--- src/rtl/controle_multiplicador.sv ---
// Sequential 8x8 unsigned shift-and-add multiplier with IDLE/CALC/DONE control.
// Optional zero-operand bypass: define CONTROLE_MULT_ZERO_BYPASS_EN.
module ripple_adder8 (
  input  logic [7:0] a,
  input  logic [7:0] b,
  input  logic       cin,
  output logic [7:0] s,
  output logic       cout
);
  logic [8:0] carry;

  assign carry[0] = cin;

  for (genvar i = 0; i < 8; i++) begin : g_fa
    assign s[i]       = a[i] ^ b[i] ^ carry[i];
    assign carry[i+1] = (a[i] & b[i]) | (carry[i] & (a[i] ^ b[i]));
  end

  assign cout = carry[8];
endmodule

module controle_multiplicador (
  input  logic        CLK,
  input  logic        RST,
  input  logic        Start,
  input  logic [7:0]  A,
  input  logic [7:0]  B,
  output logic [15:0] P,
  output logic        Busy,
  output logic        Done
);
  typedef enum logic [1:0] {IDLE, CALC, DONE} state_t;

  state_t      state_q, state_d;
  logic [7:0]  m_q, m_d;
  logic [7:0]  q_q, q_d;
  logic [7:0]  acc_q, acc_d;
  logic        c_q, c_d;
  logic [2:0]  cnt_q, cnt_d;
  logic [15:0] p_q, p_d;

  logic [7:0]  add_s;
  logic        add_cout;
  logic [7:0]  step_s;
  logic        step_c;

  // C is always cleared by the shift, so as carry-in it contributes nothing.
  ripple_adder8 u_adder (
    .a    (acc_q),
    .b    (m_q),
    .cin  (c_q),
    .s    (add_s),
    .cout (add_cout)
  );

`ifdef CONTROLE_MULT_ZERO_BYPASS_EN
  logic zero_op;
  assign zero_op = (A == 8'd0) || (B == 8'd0);
`endif

  always_ff @(posedge CLK or posedge RST) begin
    if (RST) begin
      state_q <= IDLE;
      m_q     <= '0;
      q_q     <= '0;
      acc_q   <= '0;
      c_q     <= 1'b0;
      cnt_q   <= '0;
      p_q     <= '0;
    end else begin
      state_q <= state_d;
      m_q     <= m_d;
      q_q     <= q_d;
      acc_q   <= acc_d;
      c_q     <= c_d;
      cnt_q   <= cnt_d;
      p_q     <= p_d;
    end
  end

  always_comb begin
    state_d = state_q;
    case (state_q)
      IDLE: begin
        if (Start) begin
`ifdef CONTROLE_MULT_ZERO_BYPASS_EN
          state_d = zero_op ? DONE : CALC;
`else
          state_d = CALC;
`endif
        end
      end
      CALC:    if (cnt_q == 3'd7) state_d = DONE;
      DONE:    state_d = IDLE;
      default: state_d = IDLE;
    endcase
  end

  always_comb begin
    m_d    = m_q;
    q_d    = q_q;
    acc_d  = acc_q;
    c_d    = c_q;
    cnt_d  = cnt_q;
    p_d    = p_q;
    step_c = q_q[0] ? add_cout : 1'b0;
    step_s = q_q[0] ? add_s : acc_q;
    case (state_q)
      IDLE: begin
        if (Start) begin
          m_d   = A;
          q_d   = B;
          acc_d = '0;
          c_d   = 1'b0;
          cnt_d = '0;
`ifdef CONTROLE_MULT_ZERO_BYPASS_EN
          if (zero_op) p_d = '0;
`endif
        end
      end
      CALC: begin
        // {C,ACC,Q} >> 1 after the conditional add; a zero refills C.
        acc_d = {step_c, step_s[7:1]};
        q_d   = {step_s[0], q_q[7:1]};
        c_d   = 1'b0;
        cnt_d = cnt_q + 3'd1;
        if (cnt_q == 3'd7) p_d = {acc_d, q_d};
      end
      default: ;
    endcase
  end

  always_comb begin
    Busy = (state_q == CALC);
    Done = (state_q == DONE);
    P    = p_q;
  end
endmodule

--- config.mk ---
export PLATFORM = sky130hd
export DESIGN_NAME = controle_multiplicador
export DESIGN_NICKNAME = d
export VERILOG_FILES = /design/src/rtl/controle_multiplicador.sv
export SDC_FILE = /design/constraint.sdc
export NUM_CORES = 1
export LEC_CHECK = 0
export BUFFER_PORTS_ARGS = -buffer_cell sky130_fd_sc_hd__clkbuf_2
export CORE_MARGIN = 3
export CORE_UTILIZATION = 45
export CTS_CLUSTER_DIAMETER = 120
export CTS_CLUSTER_SIZE = 12
export DETAILED_ROUTE_END_ITERATION = 8
export PLACE_DENSITY_LB_ADDON = 0.12
export SLEW_MARGIN = 20
export SYNTH_ARGS = -nofsm -noshare
export SYNTH_HDL_FRONTEND = slang
export SYNTH_SLANG_ARGS = --single-unit
export TNS_END_PERCENT = 100
--- constraint.sdc ---
create_clock -name CLK -period 7.29 [get_ports CLK]
set_clock_uncertainty 0.15 [all_clocks]
set_input_delay 0.729 -clock CLK [delete_from_list [all_inputs] [get_ports CLK]]
set_output_delay 0.729 -clock CLK [all_outputs]
set_load 0.05 [all_outputs]
# [After elaboration in Yosys (flattened, before gate mapping)]
# Cells that the tools add are included.
[totals] regBits=46 out_inout_bits=18 input_bits=19 word_cells=72
[op_classes] n_addsub=1 muxes=13 n_eq_ne=5 bitwise_logic=40 reduce_logical=6
[op_table] op="8-bit case mux with 2 select lines" n=2
[op_table] op="8-bit 2-to-1 mux" n=3
[op_table] op="1-bit AND" n=16
[op_table] op="1-bit XOR" n=16
[op_table] op="1-bit OR" n=8
[op_table] op="2-bit AND reduction" n=4
[op_table] op="3-bit case mux with 2 select lines" n=1
[op_table] op="2-bit 2-to-1 mux" n=2
[op_table] op="2-bit case mux with 2 select lines" n=1
[op_table] op="3-bit by 1-bit adder with 3-bit output, second input constant" n=1
[op_table] op="3-bit == test, second input constant" n=1
[op_table] op="3-bit 2-to-1 mux" n=1
[op_table] op="2-bit by 1-bit == test with 1-bit output, second input constant" n=1
[op_table] op="2-bit == test, second input constant" n=1
[op_table] op="2-bit zero test" n=1
[op_table] op="1-bit 2-to-1 mux" n=2
[op_table] op="2-bit by 1-bit != test with 1-bit output, second input constant" n=1
[op_table] op="2-bit != test, second input constant" n=1
[op_table] op="1-bit case mux with 2 select lines" n=1
[op_table] op="2-bit nonzero test" n=1

# [Depth between registers and ports, before layout]
# Gate-level depths: netlist of run 1.
[depth] ltp_word=19 depth_mapped=16 depth_no_buf=16

# [By module]
# Synthesis of run 1 repeated with hierarchy kept, for this count alone.
[hier_totals] cells_unflattened=175 hier_area_um2=2074.5
[modules_own_cells] module="controle_multiplicador" instances=1 area_per_inst_um2=1876.8 cells_per_inst=157
[modules_own_cells] module="ripple_adder8" instances=1 area_per_inst_um2=197.7 cells_per_inst=18

# [Least setup slack after synthesis of run 1]
# No wires, ideal clock.
[synth_path] path_type="register -> register" from="register acc_q[0]" to="register acc_q[6]" t_arrival_ps=3134 slack_ps=3872 setup_time_ps=134 t_required_ps=7006 stages_incl_launch_ff=17 path_buffers=0 path_cell_list="dfrtp_1 > ha_1 > inv_1 > fa_1 > fa_1 > inv_1 > fa_1 > inv_1 > fa_1 > inv_1 > fa_1 > inv_1 > fa_1 > fa_1 > nand2_1 > o21ai_0 > o21ai_0"
[synth_between] elab_chain_cells=18 word_cells_on_any_way=19
[synth_lines] item="from (decl)" line_no="37" source="logic [7:0] acc_q, acc_d;"
[synth_lines] item="from (signal assigned)" line_no="66" source="acc_q <= '0;"
[synth_lines] item="from (signal assigned)" line_no="74" source="acc_q <= acc_d;"
[synth_lines] item="1-bit XOR" line_no="16" source="assign carry[i+1] = (a[i] & b[i]) | (carry[i] & (a[i] ^ b[i]));"
[synth_lines] item="1-bit AND" line_no="16"
[synth_lines] item="1-bit OR *" line_no="16"
[synth_lines] item="1-bit AND *" line_no="16"
[synth_lines] item="1-bit OR *" line_no="16"
[synth_lines] item="1-bit AND *" line_no="16"
[synth_lines] item="1-bit OR *" line_no="16"
[synth_lines] item="1-bit AND *" line_no="16"
[synth_lines] item="[2 not listed]"
[synth_lines] item="1-bit OR *" line_no="16"
[synth_lines] item="1-bit AND *" line_no="16"
[synth_lines] item="1-bit OR *" line_no="16"
[synth_lines] item="1-bit AND *" line_no="16"
[synth_lines] item="1-bit OR *" line_no="16"
[synth_lines] item="1-bit XOR *" line_no="15" source="assign s[i] = a[i] ^ b[i] ^ carry[i];"
[synth_lines] item="8-bit 2-to-1 mux *" line_no="107" source="step_s = q_q[0] ? add_s : acc_q;"
[synth_lines] item="8-bit case mux with 2 select lines *" line_no="108" source="case (state_q)"
# Mark *: on every way between the ends. The rest lies on a longest branch, timed or not.
# A chain may end at the register's enable or synchronous reset.

# [Worst setup path in the final report of run 1]
[layout_path] from="register acc_q[0]" to="register p_q[14], in the netlist P[14]"
[layout_between] elab_chain_cells=17 word_cells_on_any_way=18
[layout_lines] item="1-bit XOR" line_no="16"
[layout_lines] item="1-bit AND" line_no="16"
[layout_lines] item="1-bit OR *" line_no="16"
[layout_lines] item="1-bit AND *" line_no="16"
[layout_lines] item="1-bit OR *" line_no="16"
[layout_lines] item="1-bit AND *" line_no="16"
[layout_lines] item="1-bit OR *" line_no="16"
[layout_lines] item="1-bit AND *" line_no="16"
[layout_lines] item="1-bit OR *" line_no="16"
[layout_lines] item="1-bit AND *" line_no="16"
[layout_lines] item="1-bit OR *" line_no="16"
[layout_lines] item="1-bit AND *" line_no="16"
[layout_lines] item="1-bit OR *" line_no="16"
[layout_lines] item="1-bit AND *" line_no="16"
[layout_lines] item="1-bit OR *" line_no="16"
[layout_lines] item="1-bit XOR *" line_no="15"
[layout_lines] item="8-bit 2-to-1 mux *" line_no="107"
[layout_lines] item="to (signal assigned)" line_no="77" source="p_q <= p_d;"
[layout_lines] item="to (decl)" line_no="40" source="logic [15:0] p_q, p_d;"
# Marked as above.

==> results of run 1 <==
registers in the layout (all words and copies together) (netlist names):
register  flops
state_q       2
cnt_q         3
q_q           8
m_q           8
P            16
acc_q         8
power groups by stage:
stage | clock [mW] | sequential (mW) | combinational, mW
6_report | 0.140 | 0.455 | 0.536
5_1_grt | 0.154 | 0.475 | 0.601
4_1_cts | 0.146 | 0.457 | 0.545
3_5_place_dp | 0 | 0.462 | 0.542
3_3_place_gp | 0 | 0.455 | 0.523
2_1_floorplan | 0 | 0.577 | 0.306
critical path, cell delays in order (launching register included):
cell and delay, ps:
dfrtp_1 370, ha_1 140, inv_1 50, fa_1 370
fa_1 370, inv_1 80, fa_1 170, inv_1 50
fa_1 350, inv_1 90, fa_1 160, inv_1 50
fa_1 370, fa_1 480, nand2_1 50, o21ai_0 100
o21ai_0 110
through the flow:
step	setup slack, ps	hold WS, ps
2_1_floorplan	3870	300
3_3_place_gp	3730	314
3_5_place_dp	3670	320
4_1_cts	3640	336
5_1_grt	3390	365
6_report	3650	332
routing by layer:
layer,GRT usage,wire length (microns),vias up
met5,0,0,-
met4,0.0593,68,0
li1,-,-,696
met1,0.229,1870,659
met3,0.0360,116,8
met2,0.256,1840,22
cell families (layout without fill, tap and decap cells):
family,Yosys count,in the layout,share of synthesized area
mux,15,15,0.0779
buf+inv,30,63,0.0708
fa+ha+maj,10,10,0.0838
simple gates,45,45,0.113
compound gates,46,46,0.123
flops,45,45,0.531
layout by cell type, fill, tap and decap left out:
| cell | Yosys | layout |
|---|---|---|
| clkbuf_2 | 0 | 36 |
| nor2b_1 | 1 | 1 |
| nor4b_1 | 1 | 1 |
| a22oi_1 | 1 | 1 |
| o21ai_0 | 29 | 29 |
| clkbuf_8 | 0 | 5 |
| a21oi_1 | 6 | 6 |
| nor2_1 | 1 | 1 |
| o21bai_1 | 1 | 1 |
| buf_4 | 3 | 1 |
| fa_1 | 7 | 7 |
| nand2_1 | 33 | 33 |
| a22o_1 | 2 | 2 |
| a31oi_1 | 1 | 1 |
| a221oi_1 | 1 | 1 |
| dfrtp_1 | 45 | 45 |
| clkinv_2 | 0 | 1 |
| nor3b_4 | 1 | 1 |
| and3b_1 | 6 | 6 |
| inv_1 | 20 | 19 |
| nand3b_4 | 1 | 1 |
| o21bai_4 | 1 | 1 |
| ha_1 | 3 | 3 |
| clkinv_1 | 0 | 1 |
| mux2i_1 | 3 | 3 |
| nand2b_1 | 1 | 1 |
| mux2_2 | 12 | 12 |
| o21ai_1 | 4 | 4 |
worst min path at each step:
stage	start	to	slack [ps]	cells after the start
floorplan	acc_q[1]	acc_q[1]	300	2
global route	P[9]	P[9]	360	2
global placement	P[13]	P[13]	310	2
CTS	P[8]	P[8]	340	2
finish	P[9]	P[9]	330	2
detailed placement	P[8]	P[8]	320	2
final cells by class:
class / count / area (sq um) / share of cell area
multi-input combinational: 116 / 845 / 0.356
tap: 52 / 65.1 / 0.0274
timing repair buffer: 37 / 188 / 0.0791
sequential: 45 / 1130 / 0.475
clock buffer: 5 / 68.8 / 0.0290
clock inverter: 1 / 5.00 / 0.00211
inverter: 20 / 75.1 / 0.0316
==> metrics.txt, run 1 <==
status=complete, no violations; Initial Util=0.477; clock slew at reported path FFs=80 ps; Rel. slew slack=0.552; GRT overflow=0; Top-Level Pins=37; R2R setup slack=3650 ps; worst vdd ir=0.250 mV; Reg2Reg Depth=16; initial antenna violation count=0; IO Port Bufs=36; switching share of total power=0.460; Die X-Extent=roughly 75 microns; antenna-violating nets left=0; Fmax=275 MHz; CP Capture Point=P[14]; Tcrit/Tclk final=0.499; Slew Limit Fails=0; hold crit path type=flip-flop to flip-flop; Setup Fix Bufs, Post-CTS=0; CTS tree=built; initial DRC count=70; DR DRC count=0; RSZ-0062 raised after global routing=false; top cell type's share of synthesized area=0.531; combinational share of power=0.474; drt wl/cell=14.1 microns; clock buffer count from CTS=5; total power=1.13 mW; minimum clock period=3640 ps; Ant. Diodes=0; GRT Util Overall=0.165; R2R Path Start=acc_q[0]; PostCTS Resize Cnt=0; first-pass GRT wire length=6930 microns; CP Max Fanout=3; PD cells=477 nW/um^2; register area share after synthesis=0.531; crit path DAT=3660 ps; Vias per Instance=5.02; CTS max path bufs=2; final core occ=0.534; router iterations before antenna repair=4; Placed Area=2300 sq um; nets=254; Synth top cells by count=45 x dfrtp_1, 33 x nand2_1, 29 x o21ai_0; kind of critical path=flip-flop to flip-flop; final setup TNS=0 ps; Post-synth ARST share=1.00; post-route insts no fill=276; Final Hold Fails=0; worst-skew pair later-pin latency=300 ps; Mapped Area=between 2000 and 2500 sq um; Clk pwr share=0.124; leakage power=about 1.2 nW; Core Area=~4400 sq um; Syn Area/Cell=11.1 sq um; sequential share of power=0.402; top-count cell post-synth=dfrtp_1; top_reg_cell synth=dfrtp_1; number of flops mapped to enable cells by yosys=0; gpl congestion=0.759; synthesized instance count=191; total die area=5570 sq um; H-Tree Depth=2; largest net degree at the start of global routing=46; syn nets=220; leading area contributor after synthesis=dfrtp_1; crit end category=flip-flop; Die Y=74.7 microns; detailed-route via count=1385; # rows=24; final setup violation count=0; Max-cap violations=0; reg-to-reg endpoint=P[14]; final instance area=2370 sq um; Inst Count DP=270; register bit total from synthesis=45; number of global-route vias before repair=1447; Worst Setup SP=acc_q[0]; YS warnings=0; Area Overhead vs Synth=11.9%; Switch Pwr=0.520 mW; Slew @ Worst Pin=a little under 700 ps; Internal=0.610 mW; Netlist cell types=27; HPWL Detailed=2700 microns; CTS sink cnt=45; Startpoint Class=flip-flop; WP data required=7310 ps; routed wire length=3900 microns; CTS Hold Bufs=0; root buf cell=clkbuf_8; ratio of cells with drive above 1 in the final layout=0.259; Synth area leaders=dfrtp_1 53%, o21ai_0 6.8%, fa_1 6.6%; final-layout fill cell count=413
Note: power is estimated with default switching activity, not from simulation.
==> run 2: changes to the inputs <==
--- a/config.mk
+++ b/config.mk
@@ -5,6 +5,7 @@
 export SDC_FILE = /design/constraint.sdc
 export NUM_CORES = 1
 export LEC_CHECK = 0
+export ABC_AREA = 1
 export BUFFER_PORTS_ARGS = -buffer_cell sky130_fd_sc_hd__clkbuf_2
 export CORE_MARGIN = 3
 export CORE_UTILIZATION = 45
==> constraint.sdc (replaced) <==
create_clock -name CLK -period 3.5 [get_ports CLK]
set_clock_uncertainty 0.15 [all_clocks]
set_input_delay 0.35 -clock CLK [delete_from_list [all_inputs] [get_ports CLK]]
set_output_delay 0.35 -clock CLK [all_outputs]
set_load 0.05 [all_outputs]
==> run 2 against run 1 <==
Against the previous run:
- hold slack worse by 330 ps
- highest routed layer unchanged
- first-iteration DRC count fell by 7.1%
- fmax grew 5.1%
- die area grew 4.9%
==> metrics.txt, run 2 <==
status=complete, no violations; Top-Level Pins=37; CTS tree=built; top_reg_cell synth=dfrtp_1; detailed-route via count=1663; Slew @ Worst Pin=561 ps; clock buffer count from CTS=5; Startpoint Class=flip-flop; register area share after synthesis=0.504; Synth area leaders=dfrtp_1 50%, nand2_1 12%, inv_1 6.7%; R2R Path Start=m_q[0]; number of flops mapped to enable cells by yosys=0; nets=318; syn nets=281; Max-cap violations=0; HPWL Detailed=2940 microns; router iterations before antenna repair=4; drt wl/cell=12.0 microns; most common cell after layout, fill and taps aside=nand2_1; Tcrit/Tclk final=0.989; number of global-route vias before repair=1683; Core Area=between 4000 and 5000 sq um; routed wire length=4300 microns; clock slew at reported path FFs=around 80 ps; # rows=25; Synth top cells by count=70 x nand2_1, 45 x dfrtp_1, 40 x inv_1; YS warnings=0; top cell type's share of synthesized area=0.504; crit path DAT=3490 ps; H-Tree Depth=2; Initial Util=0.470; antenna-violating nets left=0; Inst Count DP=348; Hold Slack=2.46 ps; Netlist cell types=21; Critical Path Most Common Cell=fa_2; crit path buf inv count=5; ratio of cells with drive above 1 in the final layout=0.266; Rel. slew slack=0.626; slowest CP cell=fa_1; top-count cell post-synth=nand2_1; initial antenna violation count=0; Ant. Diodes=0; IO Port Bufs=36; Slew Limit Fails=0; total die area=5850 sq um; Mapped Area=approximately 2200 sq um; worst path cell trace=ha_2 > inv_1 > fa_2 > fa_2 > inv_2 > fa_2 > inv_1 > fa_2 > inv_2 > fa_1 > inv_1 > fa_2 > fa_1 > nand2_1 > o21ai_2 > o21ai_1; worst-skew pair later-pin latency=290 ps; Die X-Extent=76.5 microns; crit end category=flip-flop; minimum clock period=~3500 ps; CTS max path bufs=2; kind of critical path=flip-flop to flip-flop; Post-synth ARST share=1.00; hold crit path type=primary input to async pin; Fmax=289 MHz; largest net degree at the start of global routing=46; CTS Hold Bufs=0; most frequent cells in the layout=70 x nand2_1, 45 x dfrtp_1, 37 x inv_1; DR DRC count=0; final setup violation count=0; Die Y=76.5 microns; Syn Area/Cell=8.87 sq um; Area Overhead vs Synth=17.1%; max FFs per register=16; worst vdd ir=0.409 mV; WP data required=3530 ps; final setup TNS=0 ps; GRT overflow=0; CTS sink cnt=45; root buf cell=clkbuf_8; Worst Setup SP=m_q[0]; RSZ-0062 raised after global routing=true; Final Hold Fails=0; gpl congestion=0.757; GRT Util Overall=0.162; leakage power=between 1 and 1.5 nW; leading area contributor after synthesis=dfrtp_1; initial DRC count=65; crit-path leading delay family=adder cells; register bit total from synthesis=45; PD cells=1070 nW/um^2; Crit path largest cell delay=490 ps; CP Max Fanout=2; synthesized instance count=252; post-route insts no fill=357; first-pass GRT wire length=between 7000 and 8000 microns; Vias per Instance=between 4 and 5
-- run 2: cell types whose count changed in the layout (fill, tap and decap cells not counted), sizes merged, moves of 4 or more --
| cell | change |
|---|---|
| a21oi | -5 |
| and3b | -6 |
| buf | +4 |
| inv | +22 |
| mux2 | -12 |
| nand2 | +39 |
| nand3 | +31 |
| nor2 | +4 |
-- run 2: area by class of cell --
class	count	area, sq um
timing repair buffer	41	218
clock inverter	3	65.1
clock buffer	5	68.8
fill	485	2140
inverter	42	158
multi-input combinational	154	897
tap	67	83.8
sequential	45	1130
-- run 2: cell families (layout without fill, tap and decap cells) --
family	after synthesis	in the layout	synth area share
compound gates	35	35	0.0985
fa+ha+maj	10	10	0.0795
buf+inv	53	91	0.103
flops	45	45	0.504
simple gates	109	109	0.215
-- run 2: repair_timing --
item,4_1_cts,5_1_grt
buffers inserted,1,0
endpoints found under the setup margin,3,4
pin swaps,0,1
resized for setup,5,6
-- run 2: worst paths after layout --
path | slack (ps) | cells past startpoint | end
max | 40 | 16 | acc_q[6]
min | 2 | 3 | P[9]
max reg2reg | 40 | 16 | acc_q[6]
min reg2reg | 330 | 2 | P[8]
max in group asynchronous | 2810 | 3 | P[6]
min in group CLK | 120 | 3 | m_q[7]
-- run 2: worst register-to-register path, delay by kind of cell (launching register included) --
family                     cells  cell delay, ps
buffers and inverters          5             270
AOI/OAI and AO/OA              2             190
adders and majority gates      8            2330
and+or+nand+nor                1              70
DFF                            1             360
-- run 2: report_power, final --
group	leakage [nW]	switching, mW	internal, mW	total (mW)
clock	0.0681	0.174	0.284	0.457
sequential	0.555	0.171	0.770	0.941
combinational	0.767	0.974	0.433	1.41
-- run 2: routing by layer --
layer | vias to the layer above | wire [microns] | global-route usage
li1 | 856 | - | -
met1 | 765 | 2070 | 0.217
met2 | 40 | 1970 | 0.258
met3 | 2 | 220 | 0.0319
met4 | 0 | 36 | 0.0616
met5 | - | 0 | 0
-- run 2: per-stage QoR --
| step | utilization | cell area, sq um | setup WS [ps] | total power, mW |
|---|---|---|---|---|
| after floorplan | - | 2230 | 27.8 | 2.02 |
| after global placement | 0.517 | 2460 | -59.0 | 2.31 |
| after detailed placement | 0.517 | 2460 | -131 | 2.34 |
| after CTS | 0.548 | 2610 | 7.07 | 2.82 |
| after global routing | 0.550 | 2620 | -114 | 3.07 |
| final | 0.550 | 2620 | 37.4 | 2.80 |
